===== src/rtl/fifo_drv_pkg.sv =====
// fifo_drv_pkg: shared types, constants and helpers for the FIFO stimulus driver
package fifo_drv_pkg;
  typedef enum logic [1:0] {WRITE_ONLY, READ_ONLY, FILL_DRAIN, RANDOM} mode_e;
  typedef enum logic [1:0] {IDLE, RUN, DRAIN, DONE} state_e;
  localparam logic [15:0] DEFAULT_SEED = 16'hACE1;
  localparam int DRAIN_CYCLES = 2;
  function automatic logic [15:0] lfsr_next(input logic [15:0] s);
    return {s[14:0], s[15] ^ s[13] ^ s[12] ^ s[10]};
  endfunction
  function automatic logic [15:0] sat_inc(input logic [15:0] c, input logic en);
    return c + 16'(en && c != 16'hFFFF);
  endfunction
endpackage


===== src/rtl/fifo_stim_driver_if.sv =====
// fifo_stim_driver_if: FIFO write/read request and response signals
interface fifo_stim_driver_if #(parameter int WIDTH = 16);
  logic             wr_en;
  logic             rd_en;
  logic [WIDTH-1:0] data_in;
  logic             full;
  logic             empty;
  logic             wr_ack;
  logic             overflow;
  logic             underflow;
  modport master (output wr_en, rd_en, data_in, input full, empty, wr_ack, overflow, underflow);
  modport slave (input wr_en, rd_en, data_in, output full, empty, wr_ack, overflow, underflow);
endinterface


===== src/rtl/fifo_drv_lfsr.sv =====
// fifo_drv_lfsr: 16-bit Fibonacci LFSR (taps 16,14,13,11) with enable and seed load
module fifo_drv_lfsr import fifo_drv_pkg::*; #(
  parameter logic [15:0] SEED = DEFAULT_SEED
) (
  input  logic        clk,
  input  logic        load,
  input  logic        en,
  output logic [15:0] value
);
  // an all-zero seed would lock the register, so it falls back to the default
  localparam logic [15:0] INIT = (SEED == 16'h0000) ? DEFAULT_SEED : SEED;
  always_ff @(posedge clk)
    value <= load ? INIT : en ? lfsr_next(value) : value;
endmodule


===== src/rtl/fifo_stim_driver.sv =====
// fifo_stim_driver: programmable FIFO traffic generator with saturating response tallies
module fifo_stim_driver import fifo_drv_pkg::*; #(
  parameter int          FIFO_WIDTH = 16,
  parameter int          FIFO_DEPTH = 8,
  parameter logic [15:0] LFSR_SEED  = 16'hACE1
) (
  input  logic                clk,
  input  logic                rst,
  input  logic                start,
  input  logic [1:0]          mode,
  input  logic [15:0]         num_ops,
  input  logic                guard,
  fifo_stim_driver_if.master  bus,
  output logic                busy,
  output logic                done,
  output logic [15:0]         ack_count,
  output logic [15:0]         ovf_count,
  output logic [15:0]         udf_count
);
  localparam int FD_W = FIFO_DEPTH > 1 ? $clog2(FIFO_DEPTH) : 1;
  localparam logic [FD_W-1:0] FD_LAST = FD_W'(FIFO_DEPTH - 1);
  localparam logic [1:0] DRAIN_LAST = 2'(DRAIN_CYCLES - 1);
  state_e state;
  mode_e mode_q;
  logic guard_q;
  logic [15:0] num_q, op_cnt, wr_idx, lfsr;
  logic [1:0] drain_cnt;
  logic [FD_W-1:0] fd_cnt;
  logic fd_rd, wr_raw, rd_raw, wr_go, rd_go, last_op, counting;
  fifo_drv_lfsr #(.SEED(LFSR_SEED)) u_lfsr (
    .clk  (clk),
    .load (rst),
    .en   (state == RUN),
    .value(lfsr)
  );
  always_comb begin
    wr_raw = mode_q == WRITE_ONLY || (mode_q == FILL_DRAIN && !fd_rd) || (mode_q == RANDOM && lfsr[1:0] != 2'b00);
    rd_raw = mode_q == READ_ONLY || (mode_q == FILL_DRAIN && fd_rd) || (mode_q == RANDOM && lfsr[3:2] == 2'b00);
    wr_go = wr_raw && !(guard_q && bus.full);
    rd_go = rd_raw && !(guard_q && bus.empty);
    last_op = op_cnt + 16'd1 == num_q;
    counting = state == RUN || state == DRAIN;
  end
  always_ff @(posedge clk) begin
    if (rst) begin
      state <= IDLE;
      mode_q <= WRITE_ONLY;
      guard_q <= 1'b0;
      num_q <= '0;
      op_cnt <= '0;
      wr_idx <= '0;
      drain_cnt <= '0;
      fd_cnt <= '0;
      fd_rd <= 1'b0;
      bus.wr_en <= 1'b0;
      bus.rd_en <= 1'b0;
      bus.data_in <= '0;
      busy <= 1'b0;
      done <= 1'b0;
      ack_count <= '0;
      ovf_count <= '0;
      udf_count <= '0;
    end else begin
      // responses lag requests by a cycle, so DRAIN keeps tallying
      if (counting) begin
        ack_count <= sat_inc(ack_count, bus.wr_ack);
        ovf_count <= sat_inc(ovf_count, bus.overflow);
        udf_count <= sat_inc(udf_count, bus.underflow);
      end
      case (state)
        IDLE: if (start) begin
          mode_q <= mode_e'(mode);
          num_q <= num_ops;
          guard_q <= guard;
          op_cnt <= '0;
          wr_idx <= '0;
          drain_cnt <= '0;
          fd_cnt <= '0;
          fd_rd <= 1'b0;
          ack_count <= '0;
          ovf_count <= '0;
          udf_count <= '0;
          busy <= num_ops != 16'd0;
          done <= num_ops == 16'd0;
          state <= num_ops == 16'd0 ? DONE : RUN;
        end
        RUN: begin
          bus.wr_en <= wr_go;
          bus.rd_en <= rd_go;
          if (wr_go) begin
            bus.data_in <= FIFO_WIDTH'(mode_q == RANDOM ? lfsr : wr_idx);
            wr_idx <= wr_idx + 16'd1;
          end
          op_cnt <= op_cnt + 16'd1;
          fd_cnt <= fd_cnt == FD_LAST ? '0 : fd_cnt + 1'b1;
          fd_rd <= fd_cnt == FD_LAST ? !fd_rd : fd_rd;
          state <= last_op ? DRAIN : RUN;
        end
        DRAIN: begin
          bus.wr_en <= 1'b0;
          bus.rd_en <= 1'b0;
          drain_cnt <= drain_cnt + 2'd1;
          if (drain_cnt == DRAIN_LAST) begin
            state <= DONE;
            busy <= 1'b0;
            done <= 1'b1;
          end
        end
        DONE: begin
          done <= 1'b0;
          state <= IDLE;
        end
      endcase
    end
  end
endmodule


===== src/flat_wrapper.sv =====
// flat-port wrapper written by rule: the top's interface ports become plain ports
module fifo_stim_driver_flat import fifo_drv_pkg::*;
#(
  parameter int          FIFO_WIDTH = 16,
  parameter int          FIFO_DEPTH = 8,
  parameter logic [15:0] LFSR_SEED  = 16'hACE1
)
  (clk, rst, start, mode, num_ops, guard, busy, done, ack_count, ovf_count, udf_count, bus_wr_en, bus_rd_en, bus_data_in, bus_full, bus_empty, bus_wr_ack, bus_overflow, bus_underflow);
  fifo_stim_driver_if #(.WIDTH(16)) bus_i ();
  input  logic clk;
  input  logic rst;
  input  logic start;
  input  logic [1:0] mode;
  input  logic [15:0] num_ops;
  input  logic guard;
  output logic busy;
  output logic done;
  output logic [15:0] ack_count;
  output logic [15:0] ovf_count;
  output logic [15:0] udf_count;
  output wire logic [$bits(bus_i.wr_en)-1:0] bus_wr_en;
  output wire logic [$bits(bus_i.rd_en)-1:0] bus_rd_en;
  output wire logic [$bits(bus_i.data_in)-1:0] bus_data_in;
  input wire logic [$bits(bus_i.full)-1:0] bus_full;
  input wire logic [$bits(bus_i.empty)-1:0] bus_empty;
  input wire logic [$bits(bus_i.wr_ack)-1:0] bus_wr_ack;
  input wire logic [$bits(bus_i.overflow)-1:0] bus_overflow;
  input wire logic [$bits(bus_i.underflow)-1:0] bus_underflow;
  assign bus_wr_en = bus_i.wr_en;
  assign bus_rd_en = bus_i.rd_en;
  assign bus_data_in = bus_i.data_in;
  assign bus_i.full = bus_full;
  assign bus_i.empty = bus_empty;
  assign bus_i.wr_ack = bus_wr_ack;
  assign bus_i.overflow = bus_overflow;
  assign bus_i.underflow = bus_underflow;
  fifo_stim_driver #(.FIFO_WIDTH(FIFO_WIDTH), .FIFO_DEPTH(FIFO_DEPTH), .LFSR_SEED(LFSR_SEED)) u_core (.clk(clk), .rst(rst), .start(start), .mode(mode), .num_ops(num_ops), .guard(guard), .bus(bus_i), .busy(busy), .done(done), .ack_count(ack_count), .ovf_count(ovf_count), .udf_count(udf_count));
endmodule

===== config.mk =====
export PLATFORM = sky130hd
export DESIGN_NAME = fifo_stim_driver_flat
export DESIGN_NICKNAME = d
export VERILOG_FILES = /design/src/rtl/fifo_drv_pkg.sv /design/src/rtl/fifo_stim_driver_if.sv /design/src/rtl/fifo_drv_lfsr.sv /design/src/rtl/fifo_stim_driver.sv /design/src/flat_wrapper.sv
export SDC_FILE = /design/constraint.sdc
export NUM_CORES = 1
export LEC_CHECK = 0
export CAP_MARGIN = 20
export CORE_MARGIN = 5
export CORE_UTILIZATION = 40
export DETAILED_ROUTE_END_ITERATION = 6
export SETUP_SLACK_MARGIN = 0.2
export SLEW_MARGIN = 40
export SYNTH_ARGS = -nofsm -noshare
export SYNTH_HDL_FRONTEND = slang
export SYNTH_SLANG_ARGS = --single-unit

===== constraint.sdc =====
create_clock -name clk -period 2.5 [get_ports clk]
set_input_delay 0.5 -clock clk [delete_from_list [all_inputs] [get_ports clk]]
set_output_delay 0.5 -clock clk [all_outputs]
set_load 0.02 [all_outputs]

== Word level (Yosys, flattened, before mapping) ==
Cells that the tools add are included.

* Add/subtract/negate cells: 7
* Equal/unequal tests: 16
* Muxes and demuxes: 35
* Bitwise logic cells: 3
* Reductions and logical operators: 38

{| class="wikitable"
|+ Operator list
! kind !! count
|-
| 16-bit two-way mux || 12
|-
| 16-bit case mux with 2 select lines || 2
|-
| 16-bit by 1-bit adder with 16-bit output || 3
|-
| 16-bit inequality test, second input constant || 3
|-
| 16-bit by 1-bit adder with 16-bit output, second input constant || 2
|-
| 16-bit equality test || 1
|-
| 16-bit logical NOT || 1
|-
| 16-bit nonzero test || 1
|-
| 3-bit AND reduction || 4
|-
| 1-bit logical AND || 11
|-
| 2-bit two-way mux || 5
|-
| 2-bit AND reduction || 5
|-
| 2-bit equality test, second input constant || 4
|-
| 1-bit case mux with 2 select lines || 4
|-
| 2-bit case mux with 4 select lines || 1
|-
| 2-bit nonzero test || 4
|-
| 2-bit by 1-bit equality test with 1-bit output, second input constant || 3
|-
| 2-bit logical NOT || 3
|-
| 1-bit two-way mux || 6
|-
| 3-bit two-way mux || 2
|-
| 3-bit case mux with 2 select lines || 1
|-
| 1-bit logical OR || 5
|-
| 2-bit by 1-bit inequality test with 1-bit output, second input constant || 2
|-
| 2-bit inequality test, second input constant || 2
|-
| 8 further kinds || 12
|}

* Flip-flop bits (word level): 143
* Bits of input ports: 27
* Output and inout port bits: 68

== Depth between registers and ports, before layout ==
Gate-level depths: netlist of the first run.

* Word-level depth: 7
* Mapped depth: 12
* Depth with buffers taken out: 12

== Cells and area by module ==
From an unflattened synthesis of the first run, not the netlist that was laid out.

* Cells, all modules: 817
* Area, all modules: 6775.2 um^2

{| class="wikitable"
|+ By module, submodules not included
! module !! times used !! cells an instance !! area each (um^2) !! seq. area each (um^2)
|-
| fifo_stim_driver || 1 || 762 || 6155.9 || 2542.4
|-
| fifo_drv_lfsr || 1 || 55 || 619.3 || 320.3
|}

== Worst setup path after synthesis of the first run ==
OpenSTA, ideal clock, no wires.

* Path type: register to register
* From: reg u_core.ack_count[6]
* To: reg u_core.ack_count[13]
* Setup time: 0.128 ns
* Arrival time: 2.309 ns
* Required time: 2.372 ns
* Setup slack: 0.063 ns
* Stages on the path, launching flop included: 12
* Path buffers: 0
* Clock period less this slack: 2.437 ns
* Cells stage by stage: dfxtp_1 -> and3_1 -> and3_1 -> and4_1 -> nand2_1 -> o31a_1 -> ha_1 -> and3_1 -> nor2b_1 -> nand4_1 -> xor2_1 -> nor2_1

* Longest elaborated chain between the ends: 6

{| class="wikitable"
|+ RTL lines
! what !! RTL line !! text
|-
| start: declaration || fifo_stim_driver.sv:16 || <nowiki>output logic [15:0] ack_count,</nowiki>
|-
| start signal: assignment || fifo_stim_driver.sv:66 || <nowiki>ack_count <= sat_inc(ack_count, bus.wr_ack);</nowiki>
|-
| 16-bit inequality test || fifo_drv_pkg.sv:11 || <nowiki>return c + 16'(en && c != 16'hFFFF);</nowiki>
|-
| 1-bit logical AND || fifo_drv_pkg.sv:11 ||
|-
| 16-bit by 1-bit adder with 16-bit output * || fifo_drv_pkg.sv:11 ||
|-
| 16-bit two-way mux * || fifo_stim_driver.sv:65 || <nowiki>if (counting) begin</nowiki>
|-
| 16-bit two-way mux || fifo_stim_driver.sv:71 || <nowiki>IDLE: if (start) begin</nowiki>
|-
| 16-bit two-way mux * || fifo_stim_driver.sv:70 || <nowiki>case (state)</nowiki>
|}

Every way passes the cells marked *; elsewhere a longest branch is shown, timed or not.
A chain may end at the register's enable or synchronous reset.

== Worst setup path after layout of the first run ==
* From: reg u_core.op_cnt[1]
* To: reg u_core.state[0]

* Longest elaborated chain between the ends: 4

{| class="wikitable"
|+ RTL lines
! what !! RTL line !! text
|-
| start: declaration || fifo_stim_driver.sv:26 || <nowiki>logic [15:0] num_q, op_cnt, wr_idx, lfsr;</nowiki>
|-
| start signal: assignment || fifo_stim_driver.sv:94 || <nowiki>op_cnt <= op_cnt + 16'd1;</nowiki>
|-
| 16-bit by 1-bit adder with 16-bit output || fifo_stim_driver.sv:41 || <nowiki>last_op = op_cnt + 16'd1 == num_q;</nowiki>
|-
| 16-bit equality test || fifo_stim_driver.sv:41 ||
|-
| 2-bit two-way mux || fifo_stim_driver.sv:97 || <nowiki>state <= last_op ? DRAIN : RUN;</nowiki>
|-
| 2-bit case mux with 4 select lines || fifo_stim_driver.sv:70 ||
|-
| end signal: assignment || fifo_stim_driver.sv:85 || <nowiki>state <= num_ops == 16'd0 ? DONE : RUN;</nowiki>
|-
| end signal: assignment || fifo_stim_driver.sv:97 ||
|-
| end: declaration || fifo_stim_driver.sv:23 || <nowiki>state_e state;</nowiki>
|}

Every way passes these cells.

==> results of run 1 <==
-- routing by layer --
metal  global-route usage [%]  up-vias  part of all wire, %  routed length (µm)
met5                        0        -                    0                   0
met4                    5.915        0                  1.5                 251
met3                    4.803       13                  5.7                 978
met2                    27.40      111                   45                7728
met1                    24.17     2830                   48                8313
li1                         -     3085                    -                   -
-- sequential cells by signal, summed over array words and instances, names as in the netlist --
| register | flops |
|---|---|
| u_core.state | 2 |
| u_core.udf_count | 16 |
| u_core.bus.data_in | 16 |
| u_core.bus.wr_en | 1 |
| u_core.drain_cnt | 2 |
| u_core.ovf_count | 16 |
| u_core.done | 1 |
| u_core.mode_q | 2 |
| u_core.op_cnt | 16 |
| u_core.fd_cnt | 3 |
| u_core.ack_count | 16 |
| u_core.bus.rd_en | 1 |
| u_core.wr_idx | 16 |
| u_core.guard_q | 1 |
| u_core.num_q | 16 |
| u_core.busy | 1 |
| u_core.u_lfsr.value | 16 |
| u_core.fd_rd | 1 |
-- path summary, 6_finish.rpt --
kind | startpoint | endpoint | slack (ns) | cells after the start
worst min-delay path | u_core.fd_cnt[1] | u_core.fd_cnt[1] | 0.46 | 2
worst max-delay path | u_core.op_cnt[1] | u_core.state[0] | 0.21 | 7
worst max register to register | u_core.op_cnt[1] | u_core.state[0] | 0.21 | 7
worst min register to register | u_core.fd_cnt[1] | u_core.fd_cnt[1] | 0.46 | 2
-- per-stage QoR --
stage	cell area, µm²	total power [mW]	worst slack [ns]
3_5_place_dp	8100	4.103	0.04081
2_1_floorplan	6735	3.528	0.1809
6_report	8946	6.623	0.2146
4_1_cts	8805	6.669	0.1818
3_3_place_gp	8100	4.093	0.05101
5_1_grt	8946	6.965	0.1393
-- placed cells by master (no fill, tap or decap), types with 5 or more instances in the layout --
cell,instances
and3_1,9
a21oi_1,51
dfxtp_2,9
ha_1,9
and3_4,7
a311oi_1,18
inv_1,12
clkbuf_16,18
nand3_1,37
nor2b_1,5
nor4_1,13
xnor2_1,32
mux2i_1,23
dfxtp_4,5
nor3_1,10
o21ai_0,32
dfxtp_1,129
nor2_1,112
nand2_1,107
nand4_1,22
buf_4,49
a22oi_1,7
or3_1,11
clkdlybuf4s50_1,93
xor2_1,40
-- layout make-up --
type | instances | area (µm²) | area share, %
Clock buffer | 20 | 467.9 | 5.231
Clock inverter | 12 | 132.6 | 1.483
Inverter | 12 | 45.04 | 0.5035
Multi-Input combinational cell | 613 | 3769 | 42.13
Sequential cell | 143 | 2893 | 32.34
Tap cell | 220 | 275.3 | 3.077
Timing Repair Buffer | 146 | 1364 | 15.24
-- kinds of logic (layout without fill, tap and decap cells) --
kind of cell | Yosys count | in the layout | share of synthesized area [%]
AOI/OAI and AO/OA | 139 | 139 | 13.15
xor gates and xnor gates | 72 | 72 | 9.391
adders and majority gates | 14 | 14 | 2.609
buffers and inverters | 58 | 190 | 3.335
DFF | 143 | 143 | 42.63
muxes | 23 | 23 | 3.428
and+or+nand+nor | 365 | 365 | 25.45
-- worst max-delay path, cell delays in order, from the launching register on --
cell,delay [ns]
dfxtp_1,0.40
ha_2,0.26
and3_1,0.26
nand2_1,0.13
or3_1,0.38
o21ai_1,0.20
nand4b_1,0.24
a41o_1,0.30
-- what timing repair did --
action                                  4_1_cts  5_1_grt
endpoints found under the setup margin       19       30
pin swaps                                     7       14
buffers inserted                              6        7
gates resized for setup                      16       27
hold buffers                                  0        0
endpoints found under the hold margin         0        0
-- power groups by stage --
stage | Clock [mW] | Combinational, mW | Sequential [mW]
4_1_cts | 2.60 | 1.47 | 2.59
2_1_floorplan | 0 | 0.817 | 2.71
3_5_place_dp | 0 | 1.46 | 2.64
5_1_grt | 2.73 | 1.62 | 2.62
6_report | 2.56 | 1.48 | 2.59
3_3_place_gp | 0 | 1.45 | 2.64
==> summary.md, run 1 <==
| Metric | Value |
|---|---|
| Status | `finished clean` |
| Startpoint Class | `register` |
| Syn_nets | `855` |
| Maximum vdd drop | `between 0.4 and 0.5 mV` |
| Synth Instances | `between 800 and 900` |
| Final Slew Violations | `0` |
| Post-DP HPWL | `roughly 12000 µm` |
| Diode count | `0` |
| DR vias/cell | `5.179` |
| CP Data Required Time | `roughly 2.8 ns` |
| Via count | `slightly above 6000` |
| Synth cell count leaders | `dfxtp_1, nor2_1, nand2_1` |
| Final setup violation count | `0` |
| Sw frac | `29.81%` |
| Fin nets | `between 900 and 1000` |
| Placed cell count | `1121` |
| Hold Path Class | `register to register` |
| Fmax | `~440 MHz` |
| Synth top area cells | `dfxtp_1, nor2_1, nand2_1` |
| GP Congestion | `0.8747` |
| Die height | `roughly 140 µm` |
| Critical path peak fanout | `5` |
| Clock power share | `38.6%` |
| Synthesized flop and latch total | `143` |
| CP Class | `register to register` |
| # fillers | `1556` |
| Final Critical Period | `2.285 ns` |
| Clock transition at path regs | `approximately 0.060 ns` |
| Top FF cell, synth | `dfxtp_1` |
| Sequential-to-total area share from yosys stat | `a little over two fifths` |
| Global-route wire length before repair | `28920 µm` |
| Synthesis-to-finish area growth | `33.22%` |
| Final worst path period share | `91.42%` |
| Largest net degree at the start of global routing | `~70` |
| Psw | `1.975 mW` |
| Max capacitance violation total | `0` |
| Int Pwr | `4.649 mW` |
| Post-synthesis instance area | `around 6700 µm²` |
| Synthesized area per cell | `8.250 µm²` |
| Async SR Flop Fraction | `0%` |
| Worst-margin pin slew | `~0.75 ns` |
| Final ANT Viol Nets | `0` |
| TritonCTS clock tree | `done` |
| Most numerous cell in the Yosys netlist | `dfxtp_1` |
| Gr usage total | `~18%` |
| Crit. End Element | `register` |
| Pleak | `3.139 nW` |
| Post-synth top area share | `approximately 43%` |
| Final WL | `around 17000 µm` |
| CTS sink cnt | `143` |
| Initial Util | `40.64%` |
| Initial antenna violation count | `0` |
| RSZ-0062 raised after global routing | `true` |
| TritonRoute pass-1 iters | `5` |
| Relative slew slack | `between 40% and 50%` |
| H-tree depth | `4` |
| Data arrival, critical path | `2.59 ns` |
| Share of cells above drive strength 1 | `between 10% and 20%` |
| Die Width | `approximately 140 µm` |
| Vias in the first global route | `5880` |
| Post-Layout Cell Count | `1166` |
| Wire length per cell | `14.81 µm` |
| Input/output buffers | `94` |
| CORE AREA | `16520 µm²` |
| DRC | `0` |
| Clk Latency, worst-skew pair | `0.42 ns` |
| Cell taking the most area after synthesis | `dfxtp_1` |
| DIE AREA | `19480 µm²` |
| GRT overflow | `0` |
| CTS Buffer Depth | `2` |
| Final Hold Fails | `0` |
| Hold Slack | `~0.46 ns` |
| Clock Root Buffer | `clkbuf_16` |
| Final core utilization | `54.14%` |
| Setup TNS Final | `0 ns` |
| YS warnings | `0` |
| IO Pins | `95` |
| Cell Rows | `47` |
| Comb pwr share | `22.3%` |
| Power per Cell Area | `740.4 nW/µm²` |
| Unique cell type count in the Yosys netlist | `between 50 and 60` |
| EDFF count, synth | `0` |
| CTS Buf Count | `17` |
| Flop pwr share | `~39%` |
| DRT iter0 DRCs | `293` |
| Clock skew | `0.008185 ns` |
No activity file was read; power rests on OpenSTA's default activity.
==> run 2: changes to the inputs <==
CORE_UTILIZATION = 55   (was 40)
CTS_CLUSTER_DIAMETER = 100   (was default)
PLACE_DENSITY = 0.8   (was default)
==> run 2 against run 1 <==
Clock power fell by 3%. Sequential share of layout area hardly changed. Wire length increased by 5.1%. Worst setup slack worse by 0.032 ns. Global-route usage is 6.9 points higher. First-iteration DRC count increased by 100%. Worst hold slack about the same. Die area is 25% lower. Flip-flop and latch count is the same. Via count increased by 6.1%. Final area fell by 0.17%. Combinational power about the same. Largest power group unchanged.
==> summary.md, run 2 (synthesis results as in run 1) <==
| Metric | Value |
|---|---|
| Final WL | `18150 µm` |
| IO Pins | `95` |
| Clock transition at path regs | `0.06 ns` |
| Clock Root Buffer | `clkbuf_16` |
| Hold Path Class | `register to register` |
| Wire length per cell | `16.59 µm` |
| Data arrival, critical path | `2.68 ns` |
| Diode count | `0` |
| Post-Place Setup Slack | `0.03273 ns` |
| Gr usage total | `24.61%` |
| CTS sink cnt | `143` |
| CTS Buf Count | `17` |
| Final core utilization | `between 70% and 80%` |
| Flop pwr share | `39.6%` |
| FF/Latch Area | `2889 µm²` |
| Largest net degree at the start of global routing | `72` |
| Pleak | `between 3 and 4 nW` |
| Input/output buffers | `94` |
| Most frequent cells in the layout | `dfxtp_1, nor2_1, nand2_1` |
| Most common cell after layout, fill and taps aside | `dfxtp_1` |
| Psw | `1.917 mW` |
| Startpoint Class | `register` |
| DIE AREA | `14520 µm²` |
| Post-DP HPWL | `approximately 12000 µm` |
| Die height | `120.5 µm` |
| Int Pwr | `4.653 mW` |
| Fin nets | `975` |
| Share of cells above drive strength 1 | `15.31%` |
| Global-route wire length before repair | `29440 µm` |
| Final worst slack | `~0.18 ns` |
| Final worst path period share | `around 93%` |
| Critical path peak fanout | `6` |
| Initial Util | `55.91%` |
| Setup TNS Final | `0 ns` |
| Final setup violation count | `0` |
| Crit. End Element | `register` |
| Area occupied by multi-input gates | `3870 µm²` |
| Final Hold Fails | `0` |
| DR vias/cell | `5.857` |
| DRC | `0` |
| Clock skew | `0.008005 ns` |
| Final Slew Violations | `0` |
| Max capacitance violation total | `0` |
| Hold Buf Count CTS | `0` |
| H-tree depth | `4` |
| Power per Cell Area | `around 740 nW/µm²` |
| CORE AREA | `12010 µm²` |
| GRT overflow | `0` |
| Final Critical Period | `2.317 ns` |
| GP Congestion | `around 0.95` |
| Maximum vdd drop | `0.5366 mV` |
| Sw frac | `29.17%` |
| Worst-margin pin slew | `roughly 0.75 ns` |
| Vias in the first global route | `6220` |
| Total power | `~6.6 mW` |
| RSZ-0062 raised after global routing | `true` |
| Clk Latency, worst-skew pair | `0.42 ns` |
| Synthesis-to-finish area growth | `33.00%` |
| TritonRoute pass-1 iters | `6` |
| Initial antenna violation count | `0` |
| # fillers | `850` |
| Clock power share | `37.9%` |
| Fmax | `431.5 MHz` |
| Cell Rows | `40` |
| Hold Slack | `approximately 0.46 ns` |
| Final ANT Viol Nets | `0` |
| CP Data Required Time | `~2.9 ns` |
| CP Class | `register to register` |
| TritonCTS clock tree | `done` |
| Comb pwr share | `22.5%` |
| Die Width | `approximately 120 µm` |
| CTS Buffer Depth | `2` |
| Via count | `between 6000 and 7000` |
| DRT iter0 DRCs | `594` |
| Relative slew slack | `~50%` |
| Status | `finished clean` |
-- run 2: cell types whose count changed in the layout (fill, tap and decap cells not counted), sizes merged --
| cell | before | now |
|---|---|---|
| inv | 14 | 12 |
| clkinv | 4 | 2 |
| clkinvlp | 4 | 1 |
| clkbuf | 20 | 27 |
| buf | 53 | 54 |
-- run 2: final timing paths --
check | startpoint | end | slack [ns] | depth (start not counted)
setup reg to reg | u_core.ovf_count[6] | u_core.ovf_count[12] | 0.18 | 11
hold / removal | u_core.fd_cnt[1] | u_core.fd_cnt[1] | 0.46 | 2
hold reg to reg | u_core.fd_cnt[1] | u_core.fd_cnt[1] | 0.46 | 2
setup / recovery | u_core.ovf_count[6] | u_core.ovf_count[12] | 0.18 | 11
-- run 2: per-layer routing --
layer	vias to the layer above	track usage [%]	routed length (µm)
met5	-	0	0
met4	0	9.207	364
met3	29	6.735	1275
met2	232	39.33	8601
met1	3054	31.84	7905
li1	3093	-	-
-- run 2: through the flow --
step	instances	area [µm²]
floorplan	814	6735
global placement	1039	7929
detailed placement	1039	7929
CTS	1077	8647
global route	1094	8931
finish	1094	8931
-- run 2: worst max-delay path, cell delays in order, from the launching register on --
cell	delay [ns]
dfxtp_4	0.35
and3_4	0.17
and3_4	0.19
and4_4	0.15
nand2_2	0.06
o31a_1	0.12
ha_2	0.21
ha_4	0.15
nand2_2	0.09
or2_4	0.27
or3_4	0.34
a21oi_2	0.15
-- run 2: cell type report --
class	instances	area share, %
tap	147	2.059
clock buffer	27	5.632
sequential	143	32.35
multi-input combinational	613	43.33
clock inverter	5	0.8686
timing repair buffer	147	15.26
inverter	12	0.5043
-- run 2: timing repair --
action,CTS,global route
buffers inserted,6,17
pin swaps,9,21
setup endpoints to repair,22,39
resized for setup,22,41
-- run 2: power groups by stage --
stage | clock [mW] | combinational [mW] | sequential [mW]
6_report | 2.49 | 1.48 | 2.60
2_1_floorplan | 0 | 0.817 | 2.71
3_5_place_dp | 0 | 1.42 | 2.64
5_1_grt | 2.63 | 1.61 | 2.62
4_1_cts | 2.50 | 1.44 | 2.60
3_3_place_gp | 0 | 1.38 | 2.63
==> run 3: changes to the inputs <==
SETUP_SLACK_MARGIN = default   (was 0.2)
==> run 3 against run 2 <==
First-iteration DRC count fell by 16%. Critical path depth did not move. Register-to-register slack got worse by 0.08 ns. Flip-flop and latch count did not move. Final area fell by 3.0%. Global-route usage fell by 0.19 points. Maximum frequency fell by 3.3%. Core utilization fell by 2.2 points. Sequential share of layout area rose by 0.74 points. Wire length fell by 5.3%. Count of clock-buffer cells in the layout fell by 6.
==> summary.md, run 3 (synthesis results as in run 1) <==
| Metric | Value |
|---|---|
| Final Critical Period | `between 2 and 2.5 ns` |
| Clock skew | `0.005601 ns` |
| Via count | `around 6300` |
| CTS Buf Count | `17` |
| Fmax | `roughly 420 MHz` |
| DRT iter0 DRCs | `roughly 500` |
| Fin nets | `964` |
| IO Pins | `95` |
| TritonRoute pass-1 iters | `5` |
| Initial antenna violation count | `0` |
| Diode count | `0` |
| Largest net degree at the start of global routing | `72` |
| Placed cell areas | `7984 µm²` |
| Maximum vdd drop | `about 0.56 mV` |
| GP Congestion | `approximately 0.94` |
| Final Slew Violations | `0` |
| # fillers | `~920` |
| Clock Root Buffer | `clkbuf_16` |
| DIE AREA | `14520 µm²` |
| Max capacitance violation total | `0` |
| CP Class | `register to register` |
| Post-Layout Cell Count | `about 1100` |
| Post-DP HPWL | `12230 µm` |
| DR vias/cell | `5.791` |
| Critical path, cell by cell | `and3_4, and3_4, and4_1, nand2_1, o31a_1, ha_1, and3_1, nor2b_2, nand2_1, xor2_1, nor2_1` |
| Clock transition at path regs | `0.06 ns` |
| Critical path peak fanout | `5` |
| Vias in the first global route | `6142` |
| Die Width | `around 120 µm` |
| Worst-margin pin slew | `0.7256 ns` |
| Critical Path Max Stage Delay | `0.37 ns` |
| FF-to-FF path depth | `11` |
| Final worst slack | `0.1048 ns` |
| Clk Latency, worst-skew pair | `0.42 ns` |
| Final setup violation count | `0` |
| CTS sink cnt | `143` |
| Initial Util | `55.91%` |
| Final Hold Fails | `0` |
| Input/output buffers | `94` |
| Hold Buf Count CTS | `0` |
| Global-route wire length before repair | `about 29000 µm` |
| Status | `finished clean` |
| Share of cells above drive strength 1 | `between 10% and 20%` |
| Power per Cell Area | `757.6 nW/µm²` |
| CP Data Required Time | `2.81 ns` |
| Final worst path period share | `between 90% and 100%` |
| FF/Latch Area | `2868 µm²` |
| Hold Path Class | `register to register` |
| Final WL | `17190 µm` |
| Worst Hold Path EP | `u_core.fd_cnt[1]` |
| Cell Rows | `40` |
| Fin area | `8666 µm²` |
| Most frequent cells in the layout | `dfxtp_1, nor2_1, nand2_1` |
| Data arrival, critical path | `between 2 and 3 ns` |
| CTS Buffer Depth | `2` |
| Final ANT Viol Nets | `0` |
| Wire length per cell | `around 16 µm` |
| Area occupied by multi-input gates | `3700 µm²` |
| GRT overflow | `0` |
| Synthesis-to-finish area growth | `29.05%` |
| Die height | `120.5 µm` |
| Crit. End Element | `register` |
| H-tree depth | `4` |
| Worst R2R Setup Slack | `0.10 ns` |
| Hold Path Origin | `u_core.fd_cnt[1]` |
| CORE AREA | `12010 µm²` |
| DRC | `0` |
| Worst path slowest cell | `dfxtp_2` |
| Relative slew slack | `51.63%` |
| Launch point of the worst reg-to-reg path | `u_core.ovf_count[7]` |
| TritonCTS clock tree | `done` |
| Reg-to-reg endpoint | `u_core.ovf_count[7]` |
| Startpoint Class | `register` |
| Most common cell after layout, fill and taps aside | `dfxtp_1` |
| Gr usage total | `between 20% and 30%` |
| Pleak | `just over 3 nW` |
| Hold path cells | `2` |
| Post-Place Setup Slack | `-0.01004 ns` |
| Placed cell count | `1049` |
## run 3: critical path: cells and delay by family (launching register included)
family / cells / cell delay (ns)
adders and majority gates: 1 / 0.19
DFF: 1 / 0.37
and+or+nand+nor: 8 / 1.25
xor gates and xnor gates: 1 / 0.18
AOI/OAI and AO/OA: 1 / 0.29
## run 3: per-stage QoR
step / util [%] / power (mW) / hold slack, ns / TNS (ns)
floorplan: - / 3.531 / 0.4356 / 0
global placement: 66.47 / 4.028 / 0.4417 / 0
detailed placement: 66.47 / 4.082 / 0.4605 / -0.01996
CTS: 71.43 / 6.589 / 0.4686 / 0
global route: 72.15 / 6.895 / 0.4979 / -0.008170
finish: 72.15 / 6.565 / 0.4616 / 0
## run 3: routing by layer
metal | global-route usage [%] | up-vias | routed length, µm
li1 | - | 3075 | -
met5 | 0 | - | 0
met2 | 38.84 | 221 | 7999
met1 | 30.99 | 2938 | 7442
met4 | 10.48 | 0 | 436
met3 | 7.016 | 38 | 1314
## run 3: worst max path at each step
stage	start	to	slack, ns	depth (start not counted)
after floorplan	u_core.ack_count[6]	u_core.ack_count[13]	0.06	11
after global placement	bus_full	u_core.wr_idx[15]	0.08	6
after detailed placement	u_core.ovf_count[7]	u_core.ovf_count[10]	-0.01	11
after CTS	u_core.ovf_count[7]	u_core.ovf_count[13]	0.03	11
after global routing	u_core.ovf_count[7]	u_core.ovf_count[13]	-0.007	11
final	u_core.ovf_count[7]	u_core.ovf_count[7]	0.10	11
## run 3: final cells by class
cell class,count,area share (%)
Clock buffer,21,5.544
Clock inverter,11,1.299
Inverter,12,0.5198
Multi-Input combinational cell,613,42.69
Sequential cell,143,33.09
Tap cell,147,2.122
Timing Repair Buffer,136,14.73
## run 3: power breakdown
group / internal (mW) / switching [mW]
combinational: 0.629 / 0.823
sequential: 2.46 / 0.141
clock: 1.56 / 0.952
total: 4.65 / 1.92
## run 3: what timing repair did
item,CTS,global route
endpoints found under the hold margin,0,0
setup endpoints to repair,2,19
pin swaps,0,5
resized for setup,1,20
buffers inserted,0,2
